[src/rtl/store_buffer.sv]
// Posted-write buffer: encodes SB/SH/SW stores into word address + lane data + byte enables, queues DEPTH entries, drains in order.
// Latency: a store accepted at edge N is presented to memory from edge N; no combinational st_valid -> mem_valid path.
// Backpressure: st_ready drops when full (cache holds the store); the head entry stays stable while mem_ready is low.
module store_buffer #(
  parameter int ADDR_WIDTH = 32,
  parameter int DATA_WIDTH = 32,
  parameter int DEPTH      = 4
) (
  input  logic                  clk,
  input  logic                  reset,
  input  logic                  st_valid,
  input  logic [3:0]            AddrMode,
  input  logic [ADDR_WIDTH-1:0] A,
  input  logic [DATA_WIDTH-1:0] WD,
  output logic                  st_ready,
  input  logic [ADDR_WIDTH-1:0] ld_A,
  output logic                  ld_conflict,
  output logic                  mem_valid,
  input  logic                  mem_ready,
  output logic [ADDR_WIDTH-1:0] mem_addr,
  output logic [DATA_WIDTH-1:0] mem_wdata,
  output logic [3:0]            mem_be,
  output logic                  empty,
  output logic [31:0]           total_stores,
  output logic [31:0]           total_stall_cycles
);

  localparam int PW  = $clog2(DEPTH);
  localparam int WAW = ADDR_WIDTH - 2;

  logic [WAW-1:0]        addr_q [DEPTH];
  logic [DATA_WIDTH-1:0] data_q [DEPTH];
  logic [3:0]            be_q   [DEPTH];
  logic [PW-1:0]         head, tail, rel;
  logic [PW:0]           count;

  logic                  store_code, accept, dequeue;
  logic [3:0]            enc_be;
  logic [DATA_WIDTH-1:0] enc_data;
  logic                  ld_off_unused;

  // Low address bits of a load never matter: matching is per word.
  assign ld_off_unused = ^ld_A[1:0];

  assign store_code = (AddrMode == 4'b0101) || (AddrMode == 4'b0110) || (AddrMode == 4'b0111);
  assign st_ready   = (count < (PW+1)'(DEPTH));
  assign empty      = (count == '0);
  assign mem_valid  = !empty;
  assign accept     = store_code && st_valid && st_ready;
  assign dequeue    = mem_valid && mem_ready;

  assign mem_addr   = {addr_q[head], 2'b00};
  assign mem_wdata  = data_q[head];
  assign mem_be     = be_q[head];

  // Turn the incoming store into byte enables and lane-replicated data.
  always_comb begin
    enc_be   = 4'b1111;
    enc_data = WD;
    case (AddrMode)
      4'b0101: begin
        enc_be   = 4'b0001 << A[1:0];
        enc_data = {4{WD[7:0]}};
      end
      4'b0110: begin
        enc_be   = A[1] ? 4'b1100 : 4'b0011;
        enc_data = {2{WD[15:0]}};
      end
      default: begin
        enc_be   = 4'b1111;
        enc_data = WD;
      end
    endcase
  end

  // Flag a load whose word address matches any occupied entry (entries leaving this cycle still count).
  always_comb begin
    ld_conflict = 1'b0;
    rel         = '0;
    for (int i = 0; i < DEPTH; i++) begin
      rel = PW'(i) - head;
      if (({1'b0, rel} < count) && (addr_q[i] == ld_A[ADDR_WIDTH-1:2]))
        ld_conflict = 1'b1;
    end
  end

  // Entry storage: written at the tail on accept, cleared on reset.
  always_ff @(posedge clk or negedge reset) begin
    if (!reset) begin
      for (int i = 0; i < DEPTH; i++) begin
        addr_q[i] <= '0;
        data_q[i] <= '0;
        be_q[i]   <= '0;
      end
    end else if (accept) begin
      addr_q[tail] <= A[ADDR_WIDTH-1:2];
      data_q[tail] <= enc_data;
      be_q[tail]   <= enc_be;
    end
  end

  // Pointers and occupancy; simultaneous accept and dequeue leaves count unchanged.
  always_ff @(posedge clk or negedge reset) begin
    if (!reset) begin
      head  <= '0;
      tail  <= '0;
      count <= '0;
    end else begin
      if (accept)  tail <= tail + 1'b1;
      if (dequeue) head <= head + 1'b1;
      case ({accept, dequeue})
        2'b10:   count <= count + 1'b1;
        2'b01:   count <= count - 1'b1;
        default: count <= count;
      endcase
    end
  end

  // Statistics: accepted stores and cycles a real store was refused for lack of space.
  always_ff @(posedge clk or negedge reset) begin
    if (!reset) begin
      total_stores       <= '0;
      total_stall_cycles <= '0;
    end else begin
      if (accept) total_stores <= total_stores + 32'd1;
      if (store_code && st_valid && !st_ready) total_stall_cycles <= total_stall_cycles + 32'd1;
    end
  end

endmodule

[config.mk]
export PLATFORM = sky130hd
export DESIGN_NAME = store_buffer
export DESIGN_NICKNAME = d
export VERILOG_FILES = /design/src/rtl/store_buffer.sv
export SDC_FILE = /design/constraint.sdc
export NUM_CORES = 1
export LEC_CHECK = 0
export ABC_AREA = 1
export CORE_MARGIN = 5
export CORE_UTILIZATION = 50
export CTS_CLUSTER_SIZE = 25
export DETAILED_ROUTE_END_ITERATION = 7
export PLACE_DENSITY = 0.73
export SYNTH_ARGS = -nofsm -noshare
export SYNTH_HDL_FRONTEND = slang
export SYNTH_SLANG_ARGS = --single-unit
[constraint.sdc]
create_clock -name clk -period 2.1 [get_ports clk]
set_input_delay 0.42 -clock clk [delete_from_list [all_inputs] [get_ports clk]]
set_output_delay 0.42 -clock clk [all_outputs]
set_load 0.1 [all_outputs]
## After elaboration in Yosys (flattened, before gate mapping)

Cells that the tools add are included.

| storage, ports and cells | value |
|---|---|
| bits of input ports | 104 |
| flip-flop bits (word level) | 335 |
| word-level logic and storage cells | 88 |

| operators by class | value |
|---|---|
| add/subtract/negate cells | 10 |
| order comparisons | 8 |
| bitwise operators | 2 |
| equality and inequality tests | 9 |
| reduce and logical (&&, ||, !) cells | 15 |
| muxes and demuxes | 26 |
| shifts and indexed selects | 1 |

Operators with widths:

| operator | count |
|---|---|
| 128-bit bitwise mux | 1 |
| 120-bit bitwise mux | 1 |
| 30-bit equality test | 4 |
| 32-bit two-way mux | 3 |
| 30-bit two-way mux | 3 |
| 32-bit by 1-bit adder with 32-bit output (second input constant) | 2 |
| 32-bit binary-select mux with 2-bit select | 1 |
| 32-bit demux with 2-bit select | 1 |
| 32-bit one-hot mux with 2 select lines | 1 |
| 30-bit binary-select mux with 2-bit select | 1 |
| 30-bit demux with 2-bit select | 1 |
| 16-bit bitwise mux | 1 |
| 4-bit two-way mux | 4 |
| 4-bit by 3-bit equality test with 1-bit output (second input constant) | 3 |
| 2-bit by 3-bit less-than comparator with 1-bit output | 4 |
| 1-bit logical AND | 9 |
| 4-bit binary-select mux with 2-bit select | 1 |
| 4-bit demux with 2-bit select | 1 |
| 4-bit one-hot mux with 2 select lines | 1 |
| 3-bit >= comparator (second input constant) | 2 |
| 2-bit NOT with 3-bit output | 2 |
| 3-bit one-hot mux with 2 select lines | 1 |
| 2-bit by 1-bit adder with 2-bit output (second input constant) | 2 |
| 1-bit two-way mux | 4 |
| other kinds (13) | 17 |

## Logic depth before layout (Yosys ltp)

Gate-level depths: netlist (run 1).

| depth | value |
|---|---|
| word-level depth | 7 |
| gate-level depth with buffers | 15 |

## Least setup slack after synthesis (run 1)

Ideal clock, no wire load.

| timing | value |
|---|---|
| path kind | reg-to-output |
| from | register count[2] |
| to | output port mem_valid |
| stages on the path, launching flop included | 3 |
| path slack | -2.211 ns |
| required time | 1.680 ns |
| arrival time | 3.891 ns |
| cell sequence | dfrtp_1 -> nor3_1 -> inv_1 |

| between the ends | value |
|---|---|
| longest elaborated chain between the ends | 2 |

RTL lines:

| element | line | text |
|---|---|---|
| from (decl) | 35 | `logic [PW:0] count;` |
| from (signal assigned) | 112 | `2'b10: count <= count + 1'b1;` |
| from (signal assigned) | 113 | `2'b01: count <= count - 1'b1;` |
| from (signal assigned) | 114 | `default: count <= count;` |
| 3-bit logical NOT | 47 | `assign empty = (count == '0);` |
| via empty | 23 | `output logic empty,` |
| 1-bit logical NOT | 48 | `assign mem_valid = !empty;` |
| to (decl) | 18 | `output logic mem_valid,` |

The timed path passes the listed nets, and every way through them passes these cells.

## Worst setup path after layout (run 1)

| timing | value |
|---|---|
| from | register head[1] |
| to | output port ld_conflict |

| between the ends | value |
|---|---|
| longest elaborated chain between the ends | 7 |
| elaborated cells between the ends (all ways) | 16 |
| those cells by class | add/sub (4); order compare (4); mux (4); reduce/logical (4) |

RTL lines:

| element | line | text |
|---|---|---|
| from (decl) | 34 | `logic [PW-1:0] head, tail, rel;` |
| from (signal assigned) | 110 | `if (dequeue) head <= head + 1'b1;` |
| 1-bit by 2-bit subtractor with 2-bit output | 81 | `rel = PW'(i) - head;` |
| 2-bit by 3-bit less-than comparator with 1-bit output | 82 | `if (({1'b0, rel} < count) && (addr_q[i] == ld_A[ADDR_WIDTH-1:2]))` |
| 1-bit logical AND | 82 |  |
| 1-bit two-way mux (3 in a row) | 82 |  |
| 1-bit two-way mux (*) | 82 |  |
| to (decl) | 17 | `output logic ld_conflict,` |

Every way passes the cells marked *; elsewhere a longest branch is shown, timed or not.

==> impl_metrics.csv, run 1 <==
group,metric,value,unit
synth,flops_latches_synth,335,
setup_path,worst-path-max-fanout,4,
drt,remaining_drc_errors,0,
floorplanning,ios,240,
run_status,status,"complete, but fails checks",
pwr,cellPowerDensity,1730,nW/um2
drt,vias,16800,
sta,final.setup.worst_slack,-0.747,ns
synth,synth_cell_type_count,34,
setup_path,cp_slowest_stage_delay,0.43,ns
setup_path,crit_arrival,2.43,ns
pwr,switching_share,47.2,%
sta,final.hold.worst_slack,0.419,ns
sta,skew,0.0258,ns
pwr,cellLeakagePower,12.1,nW
synth,synth_top_area_share,48.0,%
synth,ys_warn_count,0,
setup_path,cp.required,1.68,ns
sta,setup_viol_count_final,69,
setup_path,timing.critical_path.from_type,"register",
synth,synth_compound_area_share,12.0,%
synth,synth-edff-count,0,
clock_tree,clk_latency,0.54,ns
finish,fin_cells,3011,
pwr,vdd.ir_drop.worst,2030,uV
synth,synth-simple-area-share,23.8,%
clock_tree,cts-root-buf,"sky130_fd_sc_hd__clkbuf_16",
placed_design,post-dp-hpwl,37400,um
finish,drive_above_1_share,22.8,%
synth,combinational_family_with_the_most_area_after_synthesis,"simple AND/OR/NAND/NOR gates",
synth,post_synth_adder_cell_area,0.904,%
floorplanning,fp.coreArea,34500,um2
pwr,switching_power,0.0209,W
placed_design,port_buffers,235,
finish,area_growth,46.1,%
global_route,globalRouteOverflowTotal,0,
synth,syn-instance-count,2192,
synth,synth.most_common_cell,"sky130_fd_sc_hd__nand2_1",
clock_tree,ctsLongestPathBuffers,3,
placed_design,dpl_worst_slack,-0.509,ns
synth,muxShareOfSynthArea,0,%
pwr,power.share.clock,16.2,%
synth,syn_area,17400,um2
clock_tree,cts_inserted_buffers,39,
setup_path,worstPathCellList,"buf_6 -> nor2_4 -> nor2_4 -> inv_2 -> ha_4 -> nand2_2 -> nand2_2 -> nand2_2 -> nand3_2 -> nor2_4 -> nand3_2 -> nand2_2 -> inv_2 -> nand2_8 -> buf_12",
run_status,failed_checks,"setup timing",
global_route,vias_in_the_first_global_route,16900,
synth,share_of_the_synthesized_netlist_area_taken_by_xor_and_xnor_gates,7.18,%
sta,hold_viol,0,
finish,fill_cells,2403,
drt,drt_iter0_markers,1379,
pwr,pwr-share-comb,59.7,%
synth,yosys.area.top_type,"sky130_fd_sc_hd__dfrtp_1",
drt,detail-route-antenna-nets,0,
floorplanning,std_cell_rows,68,
global_route,grt_first_pass_wirelength,91300,um
setup_path,timing.critical_path.slowest_stage_cell,"sky130_fd_sc_hd__dfrtp_2",
setup_path,path_delay_family,"simple AND/OR/NAND/NOR gates",
drt,wl_per_cell,19.3,um
floorplanning,die_area,38700,um2
sta,fmaxAchievable,351,MHz
sta,slew-limit-headroom,46.8,%
flow_run,maxCapViolCount,0,
pwr,cell_internal_pwr,0.0234,W
floorplanning,die_x,197,um
placed_design,cell_count_after_placement,2884,
clock_tree,ctsHtreeMaxLevel,2,
setup_path,end_kind,"primary output",
pwr,seq_power_share,24.1,%
synth,synth_area_leaders,"sky130_fd_sc_hd__dfrtp_1 (48%), sky130_fd_sc_hd__nand2_1 (15%), sky130_fd_sc_hd__o21ai_0 (6.0%)",
setup_path,critical_path_buf_inv_count,4,
clock_tree,cts_num_sinks,335,
setup_path,timing_worst_setup_path_type,"register to primary output",
clock_tree,tritoncts_clock_tree,"yes",
clock_tree,cts.clk_slew.worst_paths,0.06,ns
sta,timing_worst_slew_pin_value,0.790,ns
drt,first_pass_drt_iterations,6,
drt,detail_route.vias_per_cell,5.56,
global_route,largest_net_degree_at_the_start_of_global_routing,77,
synth,avgSynthCellArea,7.96,um2
sta,maxSlewViolCount,0,
synth,post_synth_most_frequent_cells,"sky130_fd_sc_hd__nand2_1 (691), sky130_fd_sc_hd__dfrtp_1 (335), sky130_fd_sc_hd__inv_1 (231)",
min_path,worst_hold_class,"input pin to async pin",
drt,route.final.wire_length,58100,um
placed_design,gpl.final_weighted_congestion,0.964,
sta,rsz0062_at_grt,"true",
finish,nNetsFinal,2641,
sta,finalCriticalPeriod,2.85,ns
global_route,groute.usage.overall,29.0,%
pwr,total_power,0.0442,W
floorplanning,starting_density_of_the_core,50.6,%
global_route,antenna_found_initial,2,
floorplanning,fp.dieH,197,um
setup_path,crit_top_cell,"sky130_fd_sc_hd__nand2_2",
synth,ys.flop_type,"sky130_fd_sc_hd__dfrtp_1",
sta,layout_worst_path_cycle_share,136,%
synth,ys_async_sr_fraction,100,%
synth,proportion_of_synthesized_chip_area_in_sequential_cells,48.0,%
worst paths after layout:
check | slack [ns] | end | cells after the start | from
worst max-delay path | -0.75 | ld_conflict | 15 | head[1]
worst min-delay path | 0.42 | addr_q[107] | 2 | reset
worst max register to register | 0.08 | count[2] | 11 | count[0]
worst min register to register | 0.49 | total_stall_cycles[12] | 1 | total_stall_cycles[12]
max in group asynchronous | 0.87 | data_q[44] | 3 | reset
min in group clk | 0.49 | total_stall_cycles[12] | 1 | total_stall_cycles[12]
worst reg2reg max path: stages (launching register included):
cell                      delay (ns)
sky130_fd_sc_hd__dfrtp_1        0.38
sky130_fd_sc_hd__buf_6          0.12
sky130_fd_sc_hd__buf_4          0.13
sky130_fd_sc_hd__nor3_4         0.05
sky130_fd_sc_hd__buf_4          0.13
sky130_fd_sc_hd__nor2_4         0.11
sky130_fd_sc_hd__ha_2           0.18
sky130_fd_sc_hd__inv_2          0.05
sky130_fd_sc_hd__fa_2           0.38
sky130_fd_sc_hd__a21oi_1        0.12
sky130_fd_sc_hd__o21ai_1        0.09
sky130_fd_sc_hd__xor2_1         0.15
layer usage:
metal / GRT usage (%) / wire [um] / share of wire [%] / vias to the layer above
met1: 39.0 / 23300 / 40 / 8171
met4: 10.7 / 2310 / 4.0 / 2
met5: 0 / 13 / 0.022 / -
met2: 48.0 / 28200 / 49 / 716
met3: 4.36 / 4290 / 7.4 / 160
li1: - / - / - / 7703
registers in the layout, indices dropped and copies added (netlist names):
name and cells:
addr_q 120, total_stores 32, be_q 16, total_stall_cycles 32, tail 2, head 2, data_q 128, count 3
through the flow:
stage	TNS, ns	instance area (um2)	util (%)
detailed placement	-13.28	22300	64.8
CTS	-34.50	24900	72.4
finish	-41.91	25500	74.0
global route	-46.00	25500	74.0
global placement	-8.23	22300	64.8
floorplan	-12.52	18300	-
what timing repair did:
action                                 CTS  global route
pin swaps                               17            13
cloned                                  12             7
setup endpoints to repair               68            68
setup buffers                           25            12
endpoints found under the hold margin   50             0
gates resized for setup                155            65
hold buffers                             1             0
logic make-up after synthesis:
kind of cell	count (synthesis)
AO/OA/AOI/OAI	356
XOR/XNOR	143
adder cells (fa/ha/maj)	12
buffers and inverters	345
flip-flops	335
other	1
AND/OR/NAND/NOR	1000
power groups by stage:
stage | clock [W] | combinational, W | sequential, W
4_1_cts | 0.00727 | 0.0250 | 0.0105
6_report | 0.00718 | 0.0264 | 0.0107
5_1_grt | 0.00756 | 0.0275 | 0.0109
2_1_floorplan | 0 | 0.0141 | 0.0105
3_5_place_dp | 0 | 0.0224 | 0.0104
3_3_place_gp | 0 | 0.0221 | 0.0103
final cells by class:
class | count | area [um2] | share of cell area (%)
clock inverter | 13 | 205 | 0.805
timing repair buffer | 398 | 5100 | 20.0
timing repair inverter | 1 | 8.76 | 0.0344
inverter | 237 | 906 | 3.55
tap | 455 | 569 | 2.23
multi-input combinational | 1513 | 9140 | 35.9
sequential | 335 | 8400 | 32.9
clock buffer | 58 | 1160 | 4.54
antenna | 1 | 2.50 | 0.00982
layout by cell type, fill, tap and decap left out, drive strengths merged:
master / count
clkbuf: 65
o211ai: 8
xor2: 69
o21ai: 232
conb: 2
o22ai: 8
fa: 1
nand3b: 4
diode: 1
inv: 239
a21oi: 11
nand2: 701
nand4: 28
nor4: 3
xnor2: 74
nor3: 24
bufbuf: 1
nor2: 135
o221ai: 30
a22oi: 67
buf: 289
dlygate4sd3: 1
dfrtp: 335
clkdlybuf4s50: 100
ha: 11
clkinv: 7
nand3: 105
bufinv: 5
(Power assumes the default switching activity.)
==> run 2: changes to the inputs <==
--- a/config.mk
+++ b/config.mk
@@ -6,11 +6,13 @@
 export NUM_CORES = 1
 export LEC_CHECK = 0
 export ABC_AREA = 1
-export CORE_MARGIN = 5
+export CORE_MARGIN = 2
 export CORE_UTILIZATION = 50
 export CTS_CLUSTER_SIZE = 25
 export DETAILED_ROUTE_END_ITERATION = 7
 export PLACE_DENSITY = 0.73
+export SETUP_SLACK_MARGIN = 0.3
+export SLEW_MARGIN = 20
 export SYNTH_ARGS = -nofsm -noshare
 export SYNTH_HDL_FRONTEND = slang
 export SYNTH_SLANG_ARGS = --single-unit
==> run 2 against run 1 <==
Against the previous run:
- non-clock buffer count increased by 57
- largest cell class unchanged
- the run ends with DRC, setup timing left
- critical endpoint is now mem_addr[30]
- final area increased by 6.7%
- register-to-register slack got worse by 0.04 ns
- cell count increased by 1.9%
- first-iteration DRC count increased by 15%
- highest routed layer is now met4
- fmax decreased by 2.4%
- worst hold slack got worse by 0.025 ns
- sequential share of layout area decreased by 1.7 points
- largest power group unchanged
- total power decreased by 2.6%
- routed wire length increased by 15%
- setup slack got worse by 0.070 ns
==> impl_metrics.csv, run 2 (synthesis gave the netlist of run 1 again) <==
group,metric,value,unit
finish,drive_above_1_share,32.7,%
drt,route.final.wire_length,66600,um
flow_run,maxCapViolCount,0,
clock_tree,cts_inserted_buffers,38,
sta,hold_viol,0,
drt,vias,17900,
drt,detail-route-antenna-nets,0,
pwr,cellLeakagePower,12.7,nW
sta,maxSlewViolCount,0,
floorplanning,starting_density_of_the_core,50.6,%
sta,fmaxAchievable,343,MHz
global_route,antenna_found_initial,0,
run_status,failed_checks,"DRC, setup timing",
floorplanning,ios,240,
finish,final_cell_area,27200,um2
floorplanning,std_cell_rows,68,
global_route,largest_net_degree_at_the_start_of_global_routing,68,
finish,multi_input_area,9930,um2
pwr,cellPowerDensity,1580,nW/um2
finish,flip_flop_count_of_the_largest_register_after_layout,128,
clock_tree,clk_latency,0.55,ns
clock_tree,ctsLongestPathBuffers,3,
finish,final_cell_mix,"sky130_fd_sc_hd__nand2_1 (558), sky130_fd_sc_hd__dfrtp_1 (275), sky130_fd_sc_hd__inv_1 (223), sky130_fd_sc_hd__buf_4 (151), sky130_fd_sc_hd__nor2_1 (109)",
placed_design,post_dp_cell_area,22800,um2
global_route,globalRouteOverflowTotal,0,
sta,layout_worst_path_cycle_share,139,%
finish,mostFrequentLayoutCell,"sky130_fd_sc_hd__nand2_1",
clock_tree,ctsHtreeMaxLevel,2,
drt,wl_per_cell,21.7,um
clock_tree,cts_num_sinks,335,
setup_path,timing_worst_setup_path_type,"register to primary output",
sta,slew-limit-headroom,19.9,%
setup_path,cp_slowest_stage_delay,0.49,ns
setup_path,worstPathCellList,"buf_6 -> nor2_4 -> buf_4 -> inv_6 -> o211ai_1 -> buf_12",
setup_path,timing.critical_path.slowest_stage_cell,"sky130_fd_sc_hd__o211ai_1",
finish,largest-register,"data_q",
placed_design,gpl.final_weighted_congestion,0.967,
sta,finalCriticalPeriod,2.92,ns
clock_tree,tritoncts_clock_tree,"yes",
finish,layout_top_registers,"data_q (128), addr_q (120)",
drt,remaining_drc_errors,7,
sta,rsz0062_at_grt,"true",
drt,drt_iter0_markers,1588,
floorplanning,die_area,36400,um2
setup_path,worst-path-max-fanout,19,
run_status,status,"complete, but fails checks",
global_route,groute.usage.overall,29.5,%
min_path,worst_hold_class,"input pin to async pin",
finish,area_growth,55.9,%
floorplanning,fp.coreArea,34500,um2
setup_path,end_kind,"primary output",
pwr,total_power,0.0431,W
setup_path,critical_path_buf_inv_count,4,
sta,setup_viol_count_final,69,
finish,final-seq-area,8490,um2
clock_tree,cts-root-buf,"sky130_fd_sc_hd__clkbuf_16",
sta,final.setup.worst_slack,-0.817,ns
floorplanning,die_x,191,um
global_route,vias_in_the_first_global_route,16600,
sta,timing_worst_slew_pin_value,1.19,ns
clock_tree,cts.clk_slew.worst_paths,0.07,ns
placed_design,port_buffers,235,
global_route,grt_first_pass_wirelength,85700,um
pwr,vdd.ir_drop.worst,2060,uV
finish,nNetsFinal,2701,
setup_path,timing.critical_path.from_type,"register",
setup_path,path_delay_family,"buffers and inverters",
placed_design,post-dp-hpwl,37000,um
finish,fill_cells,2045,
sta,skew,0.0244,ns
floorplanning,fp.dieH,191,um
setup_path,cp.required,1.68,ns
drt,detail_route.vias_per_cell,5.82,
drt,first_pass_drt_iterations,8,
setup_path,crit_arrival,2.50,ns
-- run 2: cell count changes in the layout (fill, tap and decap cells not counted), sizes merged, moves of 4 or more --
cell / previous run / this run
clkbuf: 65 / 94
clkdlybuf4s50: 100 / 96
buf: 289 / 316
clkinv: 7 / 14
inv: 239 / 235
dlymetal6s2s: 0 / 4
bufinv: 5 / 0
nand2: 701 / 705
-- run 2: where the power goes --
group	switching [W]	leakage, nW	internal [W]	total [W]
clock network	0.00279	0.579	0.00360	0.00639
registers	0.00211	4.20	0.00871	0.0108
logic	0.0161	7.92	0.00975	0.0259
-- run 2: area by class of cell --
| type | instances | share of cell area (%) |
|---|---|---|
| Tap cell | 455 | 2.09 |
| Clock buffer | 56 | 4.00 |
| Sequential cell | 335 | 31.2 |
| Inverter | 237 | 3.50 |
| Clock inverter | 11 | 0.271 |
| Antenna cell | 2 | 0.0184 |
| Multi-Input combinational cell | 1517 | 36.5 |
| Timing Repair Buffer | 455 | 22.3 |
| Timing Repair inverter | 1 | 0.0598 |
-- run 2: per-layer routing --
metal / vias to the layer above / share of wire [%] / global-route usage [%] / routed length (um)
li1: 7871 / - / - / -
met1: 8590 / 37 / 38.9 / 24600
met2: 1081 / 47 / 49.5 / 31500
met3: 324 / 9.8 / 4.99 / 6530
met4: 0 / 5.9 / 9.60 / 3940
met5: - / 0 / 0 / 0
-- run 2: repair_timing --
action / CTS / global route
resized for setup: 52 / 513
setup buffers: 14 / 28
pin swaps: 33 / 73
endpoints found under the setup margin: 78 / 247
hold buffers: 1 / 0
endpoints found under the hold margin: 32 / 0
cloned: 3 / 52
-- run 2: final timing paths --
path,slack (ns),end,depth (start not counted),startpoint
max,-0.82,mem_addr[30],6,head[0]
min,0.39,addr_q[46],2,reset
max reg2reg,0.04,addr_q[8],12,count[2]
min reg2reg,0.48,data_q[91],2,data_q[91]
min in group clk,0.48,data_q[91],2,data_q[91]
max in group asynchronous,0.97,addr_q[22],4,reset
-- run 2: stage by stage --
stage	hold WS (ns)	setup TNS (ns)	setup WS, ns	std cells	utilization (%)
2_1_floorplan	0.124	-7.90	-0.637	2193	-
3_3_place_gp	0.343	-37.80	-0.494	2902	66.2
3_5_place_dp	0.349	-51.07	-0.514	2902	66.2
4_1_cts	0.390	-35.59	-0.711	2987	70.8
5_1_grt	0.405	-46.49	-0.852	3067	78.9
6_report	0.394	-44.21	-0.817	3069	78.9
==> run 3: changes to the inputs <==
--- a/config.mk
+++ b/config.mk
@@ -7,10 +7,10 @@
 export LEC_CHECK = 0
 export ABC_AREA = 1
 export CORE_MARGIN = 2
-export CORE_UTILIZATION = 50
+export CORE_UTILIZATION = 40
 export CTS_CLUSTER_SIZE = 25
 export DETAILED_ROUTE_END_ITERATION = 7
-export PLACE_DENSITY = 0.73
+export PLACE_DENSITY = 0.57
 export SETUP_SLACK_MARGIN = 0.3
 export SLEW_MARGIN = 20
 export SYNTH_ARGS = -nofsm -noshare
==> constraint.sdc (replaced) <==
create_clock -name clk -period 3.8 [get_ports clk]
set_input_delay 0.76 -clock clk [delete_from_list [all_inputs] [get_ports clk]]
set_output_delay 0.76 -clock clk [all_outputs]
set_load 0.1 [all_outputs]
==> run 3 against run 2 <==
Against the previous run:
- the run now ends clean
- routed wire length down 23%
- cell count down 2.0%
- die area up 24%
- combinational power down 57%
- sequential share of layout area up 6.2 points
- count of clock-buffer cells in the layout up 3
- first-iteration DRC count down 34%
- sequential power down 48%
- largest power group unchanged
==> impl_metrics.csv, run 3 (synthesis gave the netlist of run 1 again) <==
group,metric,value,unit
drt,detail_route.vias_per_cell,5.07,
sta,setup_viol_count_final,0,
sta,timing_worst_slew_pin_value,1.01,ns
sta,hold_viol,0,
finish,mostFrequentLayoutCell,"sky130_fd_sc_hd__nand2_1",
floorplanning,ios,240,
drt,detail-route-antenna-nets,0,
finish,largest-register,"data_q",
pwr,pwr-share-comb,53.8,%
finish,area_growth,28.4,%
setup_path,crit_arrival,2.53,ns
clock_tree,ctsLongestPathBuffers,3,
pwr,vdd.ir_drop.worst,1410,uV
floorplanning,starting_density_of_the_core,40.5,%
global_route,gr-usage-met1,31.9,%
sta,rsz0062_at_grt,"false",
floorplanning,fp.dieH,213,um
pwr,power.share.clock,19.0,%
global_route,groute.usage.overall,23.1,%
setup_path,timing_worst_setup_path_type,"register to primary output",
global_route,grt_first_pass_wirelength,82000,um
sta,skew,0.0131,ns
drt,drt_iter0_markers,1047,
sta,layout_worst_path_cycle_share,86.7,%
clock_tree,cts-root-buf,"sky130_fd_sc_hd__clkbuf_16",
floorplanning,fp.coreArea,43100,um2
finish,final_cell_mix,"sky130_fd_sc_hd__nand2_1 (689), sky130_fd_sc_hd__dfrtp_1 (333), sky130_fd_sc_hd__inv_1 (229), sky130_fd_sc_hd__o21ai_0 (210), sky130_fd_sc_hd__clkdlybuf4s50_1 (165)",
clock_tree,cts.clk_slew.worst_paths,0.06,ns
clock_tree,postCtsHoldBufs,0,
pwr,seq_power_share,27.2,%
min_path,worst_hold_class,"input pin to async pin",
floorplanning,std_cell_rows,76,
finish,layout_top_registers,"data_q (128), addr_q (120)",
finish,nNetsFinal,2508,
placed_design,gpl.final_weighted_congestion,0.893,
setup_path,cp.required,3.04,ns
global_route,grtUsageMet2,37.0,%
pwr,cellPowerDensity,931,nW/um2
setup_path,worst-path-max-fanout,37,
drt,wl_per_cell,17.1,um
floorplanning,die_x,213,um
placed_design,port_buffers,235,
clock_tree,cts_inserted_buffers,40,
sta,maxSlewViolCount,0,
global_route,globalRouteOverflowTotal,0,
placed_design,post-dp-hpwl,34400,um
finish,flip_flop_count_of_the_largest_register_after_layout,128,
clock_tree,clk_latency,0.56,ns
clock_tree,ctsHtreeMaxLevel,2,
sta,fmaxAchievable,304,MHz
setup_path,timing.critical_path.from_type,"register",
clock_tree,cts_num_sinks,335,
sta,finalCriticalPeriod,3.29,ns
global_route,largest_net_degree_at_the_start_of_global_routing,98,
flow_run,maxCapViolCount,0,
pwr,cellLeakagePower,10.5,nW
pwr,cell_internal_pwr,0.0109,W
pwr,switching_share,47.8,%
drt,vias,15200,
floorplanning,die_area,45300,um2
global_route,grt_busiest_layer,"met2",
pwr,total_power,0.0209,W
sta,slew-limit-headroom,32.7,%
run_status,status,"completed",
finish,drive_above_1_share,8.51,%
global_route,vias_in_the_first_global_route,15000,
drt,remaining_drc_errors,0,
clock_tree,tritoncts_clock_tree,"yes",
drt,first_pass_drt_iterations,5,
sta,finalSetupTns,0,ns
pwr,switching_power,0.00997,W
global_route,antenna_found_initial,1,
drt,route.final.wire_length,51500,um
setup_path,end_kind,"primary output",
global_route,met3_usage,4.69,%
run 3: changes by cell type in the layout (fill, tap and decap cells not counted), sizes merged, moves of 3 or more:
| cell | change |
|---|---|
| buf | -216 |
| clkdlybuf4s50 | +69 |
| clkbuf | -35 |
| clkinv | -10 |
| bufinv | +4 |
| dlymetal6s2s | -4 |
| inv | +4 |
| nand2 | -4 |
| clkinvlp | +3 |
run 3: metal layers:
| metal | wire, um | part of all wire, % | up-vias |
|---|---|---|---|
| met3 | 3340 | 6.5 | 81 |
| met4 | 1260 | 2.5 | 0 |
| li1 | - | - | 7414 |
| met5 | 0 | 0 | - |
| met1 | 23300 | 45 | 7271 |
| met2 | 23600 | 46 | 475 |
run 3: timing repair:
item | CTS | global route
endpoints found under the setup margin | 44 | 1
resized for setup | 3 | 4
pin swaps | 0 | 1
setup buffers | 4 | 0
run 3: path summary, 6_finish.rpt:
path	start	to	slack, ns	depth (start not counted)
worst min-delay path	reset	total_stall_cycles[16]	0.15	1
worst min register to register	be_q[8]	be_q[8]	0.48	2
worst max register to register	count[2]	count[2]	1.69	8
max in group asynchronous	reset	total_stores[3]	2.75	2
worst max-delay path	head[0]	mem_addr[26]	0.51	5
min in group clk	be_q[8]	be_q[8]	0.48	2
run 3: power by group through the flow:
stage / Combinational, W / Clock, W / Sequential [W]
after floorplan: 0.00701 / 0 / 0.00578
after global placement: 0.0111 / 0 / 0.00571
after detailed placement: 0.0112 / 0 / 0.00575
after CTS: 0.0113 / 0.00408 / 0.00567
after global routing: 0.0119 / 0.00421 / 0.00582
final: 0.0112 / 0.00397 / 0.00567
run 3: cell type report:
cell class / count / area [um2]
antenna: 1 / 2.50
clock buffer: 59 / 1180
clock inverter: 13 / 180
fill: 4061 / 20700
inverter: 237 / 892
multi-input combinational: 1513 / 7690
sequential: 335 / 8390
tap: 585 / 732
timing repair buffer: 265 / 3330
run 3: critical path, stage by stage, from the launching register on:
cell,delay (ns)
sky130_fd_sc_hd__dfrtp_2,0.46
sky130_fd_sc_hd__nor2_2,0.19
sky130_fd_sc_hd__buf_4,0.27
sky130_fd_sc_hd__inv_4,0.25
sky130_fd_sc_hd__o221ai_1,0.53
sky130_fd_sc_hd__buf_12,0.25
run 3: through the flow:
step | util (%) | setup slack (ns) | cells | hold slack, ns | area [um2]
global route | 52.0 | 0.322 | 3008 | 0.185 | 22400
global placement | 48.7 | 0.549 | 2931 | 0.463 | 21000
floorplan | - | 0.430 | 2193 | 0.450 | 17500
detailed placement | 48.7 | 0.528 | 2931 | 0.466 | 21000
CTS | 52.0 | 0.384 | 3007 | 0.160 | 22400
finish | 52.0 | 0.507 | 3008 | 0.154 | 22400
